==> config.mk <==
export PLATFORM = sky130hd
export DESIGN_NAME = eth_tx_arbiter
export DESIGN_NICKNAME = d
export VERILOG_FILES = /design/src/rtl/eth_pkg.sv /design/src/rtl/eth_tx_src_mux.sv /design/src/rtl/eth_tx_arbiter.sv
export SDC_FILE = /design/constraint.sdc
export NUM_CORES = 1
export LEC_CHECK = 0
export BUFFER_PORTS_ARGS = -buffer_cell sky130_fd_sc_hd__buf_2
export CAP_MARGIN = 20
export CORE_ASPECT_RATIO = 0.9
export CORE_MARGIN = 2
export CORE_UTILIZATION = 35
export DETAILED_ROUTE_END_ITERATION = 7
export GPL_TIMING_DRIVEN = 0
export PLACE_DENSITY = 0.68
export SLEW_MARGIN = 15
export SYNTH_ARGS = -nofsm -noshare
export SYNTH_HDL_FRONTEND = slang
export SYNTH_SLANG_ARGS = --single-unit
==> constraint.sdc <==
create_clock -name i_gmii_tx_clk -period 1.8 [get_ports i_gmii_tx_clk]
set_input_delay 0.36 -clock i_gmii_tx_clk [delete_from_list [all_inputs] [get_ports i_gmii_tx_clk]]
set_output_delay 0.36 -clock i_gmii_tx_clk [all_outputs]
set_load 0.05 [all_outputs]
==> src/rtl/eth_pkg.sv <==
`default_nettype none
// ============================================================================
//  Module      : eth_pkg
//  Description : Shared encodings and defaults for the Ethernet TX arbiter.
//  Revision    : 1.0 - initial release
// ============================================================================
package eth_pkg;

    localparam int ETH_IFG_CYCLES    = 12;
    localparam int ETH_MAX_FRAME_LEN = 1526;

    typedef enum logic [1:0] {
        IDLE       = 2'd0,
        WAIT_START = 2'd1,
        SEND       = 2'd2,
        IFG        = 2'd3
    } tx_state_t;

    typedef enum logic {
        OWN_ARP = 1'b0,
        OWN_UDP = 1'b1
    } owner_t;

    // Only meaningful when at least one request is high.
    function automatic owner_t arb_pick(input logic arp_req, input logic udp_req,
                                        input logic prefer_udp);
        if (arp_req && udp_req) return prefer_udp ? OWN_UDP : OWN_ARP;
        else if (arp_req)       return OWN_ARP;
        else                    return OWN_UDP;
    endfunction

endpackage
`default_nettype wire

==> src/rtl/eth_tx_src_mux.sv <==
`default_nettype none
// ============================================================================
//  Module      : eth_tx_src_mux
//  Description : Registered 2:1 GMII source mux with force-off gating.
//  Revision    : 1.0 - initial release
// ============================================================================
module eth_tx_src_mux
    import eth_pkg::*;
(
    input  logic       i_clk,
    input  logic       i_rst,
    input  owner_t     i_sel,
    input  logic       i_force_off,
    input  logic       i_arp_en,
    input  logic [7:0] i_arp_data,
    input  logic       i_udp_en,
    input  logic [7:0] i_udp_data,
    output logic       o_en,
    output logic [7:0] o_data
);

    logic       w_en;
    logic [7:0] w_data;
    logic       r_en;
    logic [7:0] r_data;

    // Data is zeroed whenever the enable is not passed so the PHY bus idles at 0.
    assign w_en   = ~i_force_off & ((i_sel == OWN_UDP) ? i_udp_en : i_arp_en);
    assign w_data = w_en ? ((i_sel == OWN_UDP) ? i_udp_data : i_arp_data) : 8'h00;

    always_ff @(posedge i_clk) begin
        if (i_rst) begin
            r_en   <= 1'b0;
            r_data <= 8'h00;
        end else begin
            r_en   <= w_en;
            r_data <= w_data;
        end
    end

    assign o_en   = r_en;
    assign o_data = r_data;

endmodule
`default_nettype wire

==> src/rtl/eth_tx_arbiter.sv <==
`default_nettype none
// ============================================================================
//  Module      : eth_tx_arbiter
//  Description : ARP/UDP GMII transmit arbiter with IFG, start timeout and
//                frame-length truncation. ETH_TX_ARB_RR_EN selects round-robin
//                arbitration instead of fixed ARP priority.
//  Revision    : 1.0 - initial release
// ============================================================================
module eth_tx_arbiter
    import eth_pkg::*;
#(
    parameter int IFG_CYCLES    = ETH_IFG_CYCLES,
    parameter int START_TIMEOUT = 64,
    parameter int MAX_FRAME_LEN = ETH_MAX_FRAME_LEN
) (
    input  logic       i_gmii_tx_clk,
    input  logic       i_rst,
    input  logic       i_arp_tx_req,
    output logic       o_arp_tx_valid,
    input  logic       i_arp_gmii_tx_en,
    input  logic [7:0] i_arp_gmii_tx_data,
    input  logic       i_udp_tx_req,
    output logic       o_udp_tx_valid,
    input  logic       i_udp_gmii_tx_en,
    input  logic [7:0] i_udp_gmii_tx_data,
    output logic       o_gmii_tx_en,
    output logic [7:0] o_gmii_tx_data,
    output logic       o_gmii_tx_error,
    output logic       o_frame_err
);

    localparam int c_MAX_ST  = (IFG_CYCLES > START_TIMEOUT) ? IFG_CYCLES : START_TIMEOUT;
    localparam int c_CNT_MAX = (c_MAX_ST > MAX_FRAME_LEN) ? c_MAX_ST : MAX_FRAME_LEN;
    localparam int c_CNT_W   = $clog2(c_CNT_MAX + 1);

    localparam logic [c_CNT_W-1:0] c_ONE      = c_CNT_W'(1);
    localparam logic [c_CNT_W-1:0] c_TO_LAST  = c_CNT_W'(START_TIMEOUT - 1);
    localparam logic [c_CNT_W-1:0] c_IFG_LAST = c_CNT_W'(IFG_CYCLES - 1);
    // The byte that moves WAIT_START into SEND is already passed, so SEND
    // itself may pass MAX_FRAME_LEN-1 more.
    localparam logic [c_CNT_W-1:0] c_LEN_LAST = c_CNT_W'(MAX_FRAME_LEN - 1);

    tx_state_t            r_state, w_state_nxt;
    owner_t               r_owner, w_owner_nxt;
    owner_t               w_pick;
    logic [c_CNT_W-1:0]   r_cnt, w_cnt_nxt;
    logic                 r_trunc, w_trunc_nxt;
    logic                 r_frame_err, w_err_nxt;
    logic                 w_pass;
    logic                 w_own_en;
    logic                 w_own_req;
    logic                 w_any_req;
    logic                 w_grant;
    logic                 w_rr_prefer_udp;

`ifdef ETH_TX_ARB_RR_EN
    logic r_rr_prefer_udp;

    always_ff @(posedge i_gmii_tx_clk) begin
        if (i_rst) begin
            r_rr_prefer_udp <= 1'b0;
        end else if (r_state == IDLE && w_any_req) begin
            r_rr_prefer_udp <= (w_pick == OWN_ARP);
        end
    end

    assign w_rr_prefer_udp = r_rr_prefer_udp;
`else
    assign w_rr_prefer_udp = 1'b0;
`endif

    assign w_any_req = i_arp_tx_req | i_udp_tx_req;
    assign w_pick    = arb_pick(i_arp_tx_req, i_udp_tx_req, w_rr_prefer_udp);
    assign w_own_en  = (r_owner == OWN_UDP) ? i_udp_gmii_tx_en : i_arp_gmii_tx_en;
    assign w_own_req = (r_owner == OWN_UDP) ? i_udp_tx_req     : i_arp_tx_req;

    // In SEND the grant follows the owner's tx_en so it falls with the frame end.
    assign w_grant = (r_state == WAIT_START) | ((r_state == SEND) & w_own_en);

    always_comb begin
        w_state_nxt = r_state;
        w_owner_nxt = r_owner;
        w_cnt_nxt   = r_cnt;
        w_trunc_nxt = r_trunc;
        w_err_nxt   = 1'b0;
        w_pass      = 1'b0;
        case (r_state)
            IDLE: begin
                if (w_any_req) begin
                    w_owner_nxt = w_pick;
                    w_state_nxt = WAIT_START;
                    w_cnt_nxt   = '0;
                    w_trunc_nxt = 1'b0;
                end
            end
            WAIT_START: begin
                if (w_own_en) begin
                    w_pass      = 1'b1;
                    w_state_nxt = SEND;
                    w_cnt_nxt   = '0;
                end else if (!w_own_req) begin
                    w_state_nxt = IFG;
                    w_cnt_nxt   = '0;
                end else if (r_cnt == c_TO_LAST) begin
                    w_err_nxt   = 1'b1;
                    w_state_nxt = IFG;
                    w_cnt_nxt   = '0;
                end else begin
                    w_cnt_nxt = r_cnt + c_ONE;
                end
            end
            SEND: begin
                if (!w_own_en) begin
                    w_state_nxt = IFG;
                    w_cnt_nxt   = '0;
                end else if (!r_trunc) begin
                    if (r_cnt == c_LEN_LAST) begin
                        w_trunc_nxt = 1'b1;
                        w_err_nxt   = 1'b1;
                    end else begin
                        w_pass    = 1'b1;
                        w_cnt_nxt = r_cnt + c_ONE;
                    end
                end
            end
            IFG: begin
                if (r_cnt == c_IFG_LAST) begin
                    w_state_nxt = IDLE;
                    w_cnt_nxt   = '0;
                end else begin
                    w_cnt_nxt = r_cnt + c_ONE;
                end
            end
            default: w_state_nxt = IDLE;
        endcase
    end

    always_ff @(posedge i_gmii_tx_clk) begin
        if (i_rst) begin
            r_state     <= IDLE;
            r_owner     <= OWN_ARP;
            r_cnt       <= '0;
            r_trunc     <= 1'b0;
            r_frame_err <= 1'b0;
        end else begin
            r_state     <= w_state_nxt;
            r_owner     <= w_owner_nxt;
            r_cnt       <= w_cnt_nxt;
            r_trunc     <= w_trunc_nxt;
            r_frame_err <= w_err_nxt;
        end
    end

    eth_tx_src_mux u_src_mux (
        .i_clk       (i_gmii_tx_clk),
        .i_rst       (i_rst),
        .i_sel       (r_owner),
        .i_force_off (~w_pass),
        .i_arp_en    (i_arp_gmii_tx_en),
        .i_arp_data  (i_arp_gmii_tx_data),
        .i_udp_en    (i_udp_gmii_tx_en),
        .i_udp_data  (i_udp_gmii_tx_data),
        .o_en        (o_gmii_tx_en),
        .o_data      (o_gmii_tx_data)
    );

    assign o_arp_tx_valid  = w_grant & (r_owner == OWN_ARP);
    assign o_udp_tx_valid  = w_grant & (r_owner == OWN_UDP);
    assign o_gmii_tx_error = 1'b0;
    assign o_frame_err     = r_frame_err;

endmodule
`default_nettype wire

* After elaboration in Yosys (flattened, before gate mapping)
Index checks and enable logic that the tools add are counted.
** Word-level totals
- Word-level logic and storage cells :: 74
- Output and inout port bits :: 13
- Register bits after elaboration :: 25
** Cells by class
- Bitwise logic cells :: 8
- Equality and inequality tests :: 13
- Reduce and logical (&&, ||, !) cells :: 8
- Add/subtract/negate cells :: 1
- Mux-type cells :: 37
** Operators with widths (count)
- 11-bit two-way mux :: 8
- 11-bit one-hot mux with 4 select lines :: 1
- 1-bit two-way mux :: 17
- 2-bit two-way mux :: 6
- 11-bit by 1-bit adder with 11-bit output (second input constant) :: 1
- 11-bit equality test (second input constant) :: 1
- 11-bit by 4-bit equality test with 1-bit output (second input constant) :: 1
- 11-bit by 6-bit equality test with 1-bit output (second input constant) :: 1
- 8-bit two-way mux :: 1
- 2-bit != test (second input constant) :: 4
- 2-bit one-hot mux with 4 select lines :: 1
- 3-bit != test (second input constant) :: 2
- 1-bit one-hot mux with 2 select lines :: 3
- 3-bit AND reduction :: 2
- 1-bit AND :: 4
- 2-bit equality test (second input constant) :: 2
- 4-bit by 3-bit != test with 1-bit output (second input constant) :: 1
- 4-bit AND reduction :: 1
- 2-bit by 1-bit equality test with 1-bit output (second input constant) :: 1
- 2-bit logical NOT :: 1
- 1-bit inverter :: 2
- 1-bit OR :: 2
- 2-bit AND reduction :: 1
- 2-bit nonzero test :: 1
- 2 further kinds :: 2

* Depth between registers and ports, before layout
- Depth after elaboration :: 8
- Mapped depth :: 7
- Mapped depth without buffers :: 7

* Modules after synthesis
A second synthesis with hierarchy kept.
** Unflattened totals
- Cells, all modules :: 156
- Area, all modules :: 1443.9 sq um
** By module, submodules not included
- eth_tx_arbiter :: area an instance 1054.8 sq um, times used 1, cells an instance 126, seq. area each 320.3 sq um
- eth_tx_src_mux :: area an instance 389.1 sq um, times used 1, cells an instance 30, seq. area each 180.2 sq um

* Worst setup path after synthesis
No wires, ideal clock.
- Path kind :: register to output
- Start point :: reg r_owner
- End point :: out o_udp_tx_valid
- Setup slack :: -0.147 ns
- Arrival time :: 1.587 ns
- Buffers on the path :: 2
- Required time :: 1.440 ns
- Cell stages (with the launch flop) :: 4
- Path through :: dfxtp_1 buf_6 clkbuf_1 nor2b_1
** On the way
- Word-level cells in the longest chain between the ends :: 4
** Ends and longest elaborated chain
- start, declared :: RTL line eth_tx_arbiter.sv:44 : owner_t r_owner, w_owner_nxt;
- start signal, assigned :: RTL line eth_tx_arbiter.sv:147 : r_owner <= w_owner_nxt;
- 1-bit two-way mux :: RTL line eth_tx_arbiter.sv:74 : assign w_own_en = (r_owner == OWN_UDP) ? i_udp_gmii_tx_en : i_arp_gmii_tx_en;
- 1-bit AND :: RTL line eth_tx_arbiter.sv:78 : assign w_grant = (r_state == WAIT_START) | ((r_state == SEND) & w_own_en);
- 1-bit OR :: RTL line eth_tx_arbiter.sv:78
- 1-bit AND (*) :: RTL line eth_tx_arbiter.sv:168 : assign o_udp_tx_valid = w_grant & (r_owner == OWN_UDP);
- end, declared :: RTL line eth_tx_arbiter.sv:23 : output logic o_udp_tx_valid,
Every way passes the cells marked *; elsewhere a longest branch is shown, timed or not.

* Worst setup path in the final report
- Start point :: reg r_cnt[6]
- End point :: reg r_cnt[2]
** On the way
- Word-level cells in the longest chain between the ends :: 5
- Elaborated cells on any way between the ends :: 10
- Those cells by class :: 4 x eq/ne; 5 x mux; 1 x reduce/logical
** Ends and longest elaborated chain
- start, declared :: RTL line eth_tx_arbiter.sv:46 : logic [c_CNT_W-1:0] r_cnt, w_cnt_nxt;
- start signal, assigned :: RTL line eth_tx_arbiter.sv:148 : r_cnt <= w_cnt_nxt;
- 11-bit by 6-bit equality test with 1-bit output :: RTL line eth_tx_arbiter.sv:104 : end else if (r_cnt == c_TO_LAST) begin
- 11-bit two-way mux :: RTL line eth_tx_arbiter.sv:104
- 11-bit two-way mux :: RTL line eth_tx_arbiter.sv:101 : end else if (!w_own_req) begin
- 11-bit two-way mux :: RTL line eth_tx_arbiter.sv:97 : if (w_own_en) begin
- 11-bit one-hot mux with 4 select lines :: RTL line eth_tx_arbiter.sv:87 : case (r_state)
Several ways; a longest one is shown, not always the timed one.
A chain may end at the register's enable or synchronous reset.

==> flow_summary.yaml <==
finish:
  multi_input_area_sq_um: 940
  layout-drive-gt1-share: 0.443
  fin_util: 0.499
  diodes: 0
  area_delta_synth_final_pct: 36.8
  seq_area_sq_um: 523
  num-fill-cells: 375
  final_nets: 221
hold_path:
  min_path_cells: 3
  hold_path.class: "input pin to flip-flop"
drt:
  wl_per_cell_um: 13.3
  vias: 1209
  viasPerCell: 5.08
  drc_errors: 0
  drt_pre_antenna_iters: 4
  wirelength_mm: 3.16
  first_iter_violations: 40
  drtAntennaViolNets: 0
grt:
  antenna_found_initial: 0
  overflow: 0
  grt_pass1_wl_mm: 5.33
  grt_pass1_vias: 1158
  grtUsageTotal: 0.147
  grt_max_degree: 14
power_and_ir_drop:
  internal_power_mw: 1.10
  power_mw: 1.79
  switchingPower_uw: 682
  seqPwrFrac: 0.363
  power_density_mw_per_mm2: 959
  p_clk_frac: 0.184
  leakagePower_nw: 0.741
  pwr-share-comb: 0.453
  ir_drop_v: 0.000905
  switching_share: 0.382
logic_synthesis:
  netlist_top_cells_area: "dfxtp_1, nor2_1, mux2i_1"
  netlist_instances: 148
  ys_warn_count: 0
  ys_ff_latch: 25
  async_flop_share: 0
  synth_ff_type: "dfxtp_1"
  synth_fp_nets: 176
  netlist_area_sq_mm: 0.00136
  synth_edf_count: 0
  synth_top_area_share: 0.368
  syn_area_per_cell_sq_um: 9.20
  synth_top_cell_by_area: "dfxtp_1"
  ys_seq_area_frac: 0.368
  ys_types: 46
timing:
  timing.final.ws_setup_ns: -0.00645
  fin_crit_sh: 1.00
  whs_ns: 0.322
  worstMarginPinSlew_ns: 0.525
  final.setup.tns_ns: -0.00645
  relSlewSlack: 0.650
  finalCriticalPeriod_ns: 1.81
  rsz0062_at_grt: "yes"
  skew_ns: 0.00245
  setup_viol_count_final: 1
  slew_viol_final: 0
  fmax_mhz: 554
  hold_viol_final: 0
floorplan:
  die_area_sq_mm: 0.00441
  die_h_um: 63.2
  io_pins: 35
  core_sq_mm: 0.00373
  rows: 21
  die_w_um: 69.7
  start_util: 0.365
clock_tree:
  cts_buffers: 3
  root_buffer: "clkbuf_8"
  path_clk_slew_ns: 0.08
  htreeDepth: 1
  clockBufferDepth: 2
  cts_tree: "built"
  cts.sinks: 25
  clk-insertion-delay-late_ns: 0.27
  cts_hold_buf: 0
critical_path:
  setup.worst_path.start: "r_cnt[6]"
  reg2reg_slack_ns: -0.006
  critical_path.max_fanout: 6
  end_kind: "flip-flop"
  worstRegToRegCells: 6
  start_kind: "flip-flop"
  arrival_ns: 1.97
  rr_endpoint: "r_cnt[2]"
  cp-endpoint: "r_cnt[2]"
  cp.required_ns: 1.96
  reg2reg_from: "r_cnt[6]"
  path_class: "flip-flop to flip-flop"
placed_design:
  place_ws_ns: -0.319
  hpwlAfterDp_mm: 2.26
  io_buffers: 32
  gp_congestion: 0.814
flow_run:
  maxCapViolCount: 0
run_status:
  outcome: "finished, violations left"
  violations: "setup timing"
## cell type report
type | count | area share
buffer | 3 | 0.00874
clock buffer | 4 | 0.0242
inverter | 7 | 0.0155
multi-input combinational | 111 | 0.505
sequential | 25 | 0.281
tap | 46 | 0.0309
timing repair buffer | 42 | 0.135
## cells in the mapped netlist, drive strengths merged, types with 2 or more instances
master	number
nor2	28
dfxtp	25
mux2i	10
inv	7
nand2	7
ha	6
xor2	6
nor2b	5
o21ai	5
a21oi	3
a32o	3
and2	3
buf	3
nand4	3
a211oi	2
a22o	2
clkbuf	2
o2111ai	2
o32ai	2
or3	2
## power groups by stage
stage               sequential (mW)  clock (mW)  combinational, mW
floorplan                     0.683           0              0.484
global route                  0.654       0.358              0.884
global placement              0.640           0              0.656
CTS                           0.646       0.338              0.777
detailed placement            0.642           0              0.660
finish                        0.648       0.329              0.809
## layout by cell type, fill, tap and decap left out, types with 3 or more instances in the layout
cell,instances
buf_2,31
buf_6,3
nor2b_1,3
o21ai_0,5
nor2_1,25
inv_1,6
dfxtp_4,4
nand2_1,6
mux2i_1,10
dfxtp_2,6
a21oi_1,3
nand4_1,3
xor2_1,6
dfxtp_1,15
a32o_1,3
clkbuf_8,3
buf_4,10
## routing by layer
metal  GRT usage  vias up  wire [um]
met4     0.00962        0          8
met3      0.0384        2         82
li1            -      618          -
met5           0        -          0
met1       0.200      578       1540
met2       0.246       11       1530
## cell families after synthesis
| family | share of synthesized area |
|---|---|
| other cells | 0.00275 |
| mux | 0.0846 |
| fa+ha+maj | 0.0551 |
| compound gates | 0.186 |
| xor+xnor | 0.0450 |
| flops | 0.368 |
| buf+inv | 0.0423 |
| simple gates | 0.217 |
## flip-flops by register name (all words and copies together), names as in the netlist
name and flops:
o_frame_err 1, r_cnt 11, r_owner 1, r_state 2
r_trunc 1, u_src_mux.o_data 8, u_src_mux.o_en 1
## worst max-delay path, cell delays in order, from the launching register on
cell	delay [ns]
dfxtp_4	0.37
nor4_4	0.31
nand4_1	0.22
a311oi_4	0.32
buf_6	0.18
o32ai_2	0.08
a32o_1	0.23
## timing repair
action                     in CTS  in global routing
gates resized for setup        36                 11
buffers inserted                6                  4
pin swaps                       5                 18
setup endpoints to repair      24                 24
## metrics by stage
stage                     cells  area [sq um]
after detailed placement    226          1580
final                       238          1860
after CTS                   235          1790
after floorplan             148          1370
after global placement      226          1580
after global routing        238          1860
## how the worst min path moves through the flow
stage / startpoint / to / slack (ns)
after global placement: r_state[1] / r_state[1] / 0.51
after floorplan: i_arp_tx_req / r_owner / 0.46
after CTS: i_arp_gmii_tx_data[2] / u_src_mux.o_data[2] / 0.32
after detailed placement: r_state[0] / r_state[0] / 0.52
after global routing: i_arp_gmii_tx_data[2] / u_src_mux.o_data[2] / 0.32
final: i_arp_gmii_tx_data[2] / u_src_mux.o_data[2] / 0.32
Note: power is estimated with default switching activity, not from simulation.
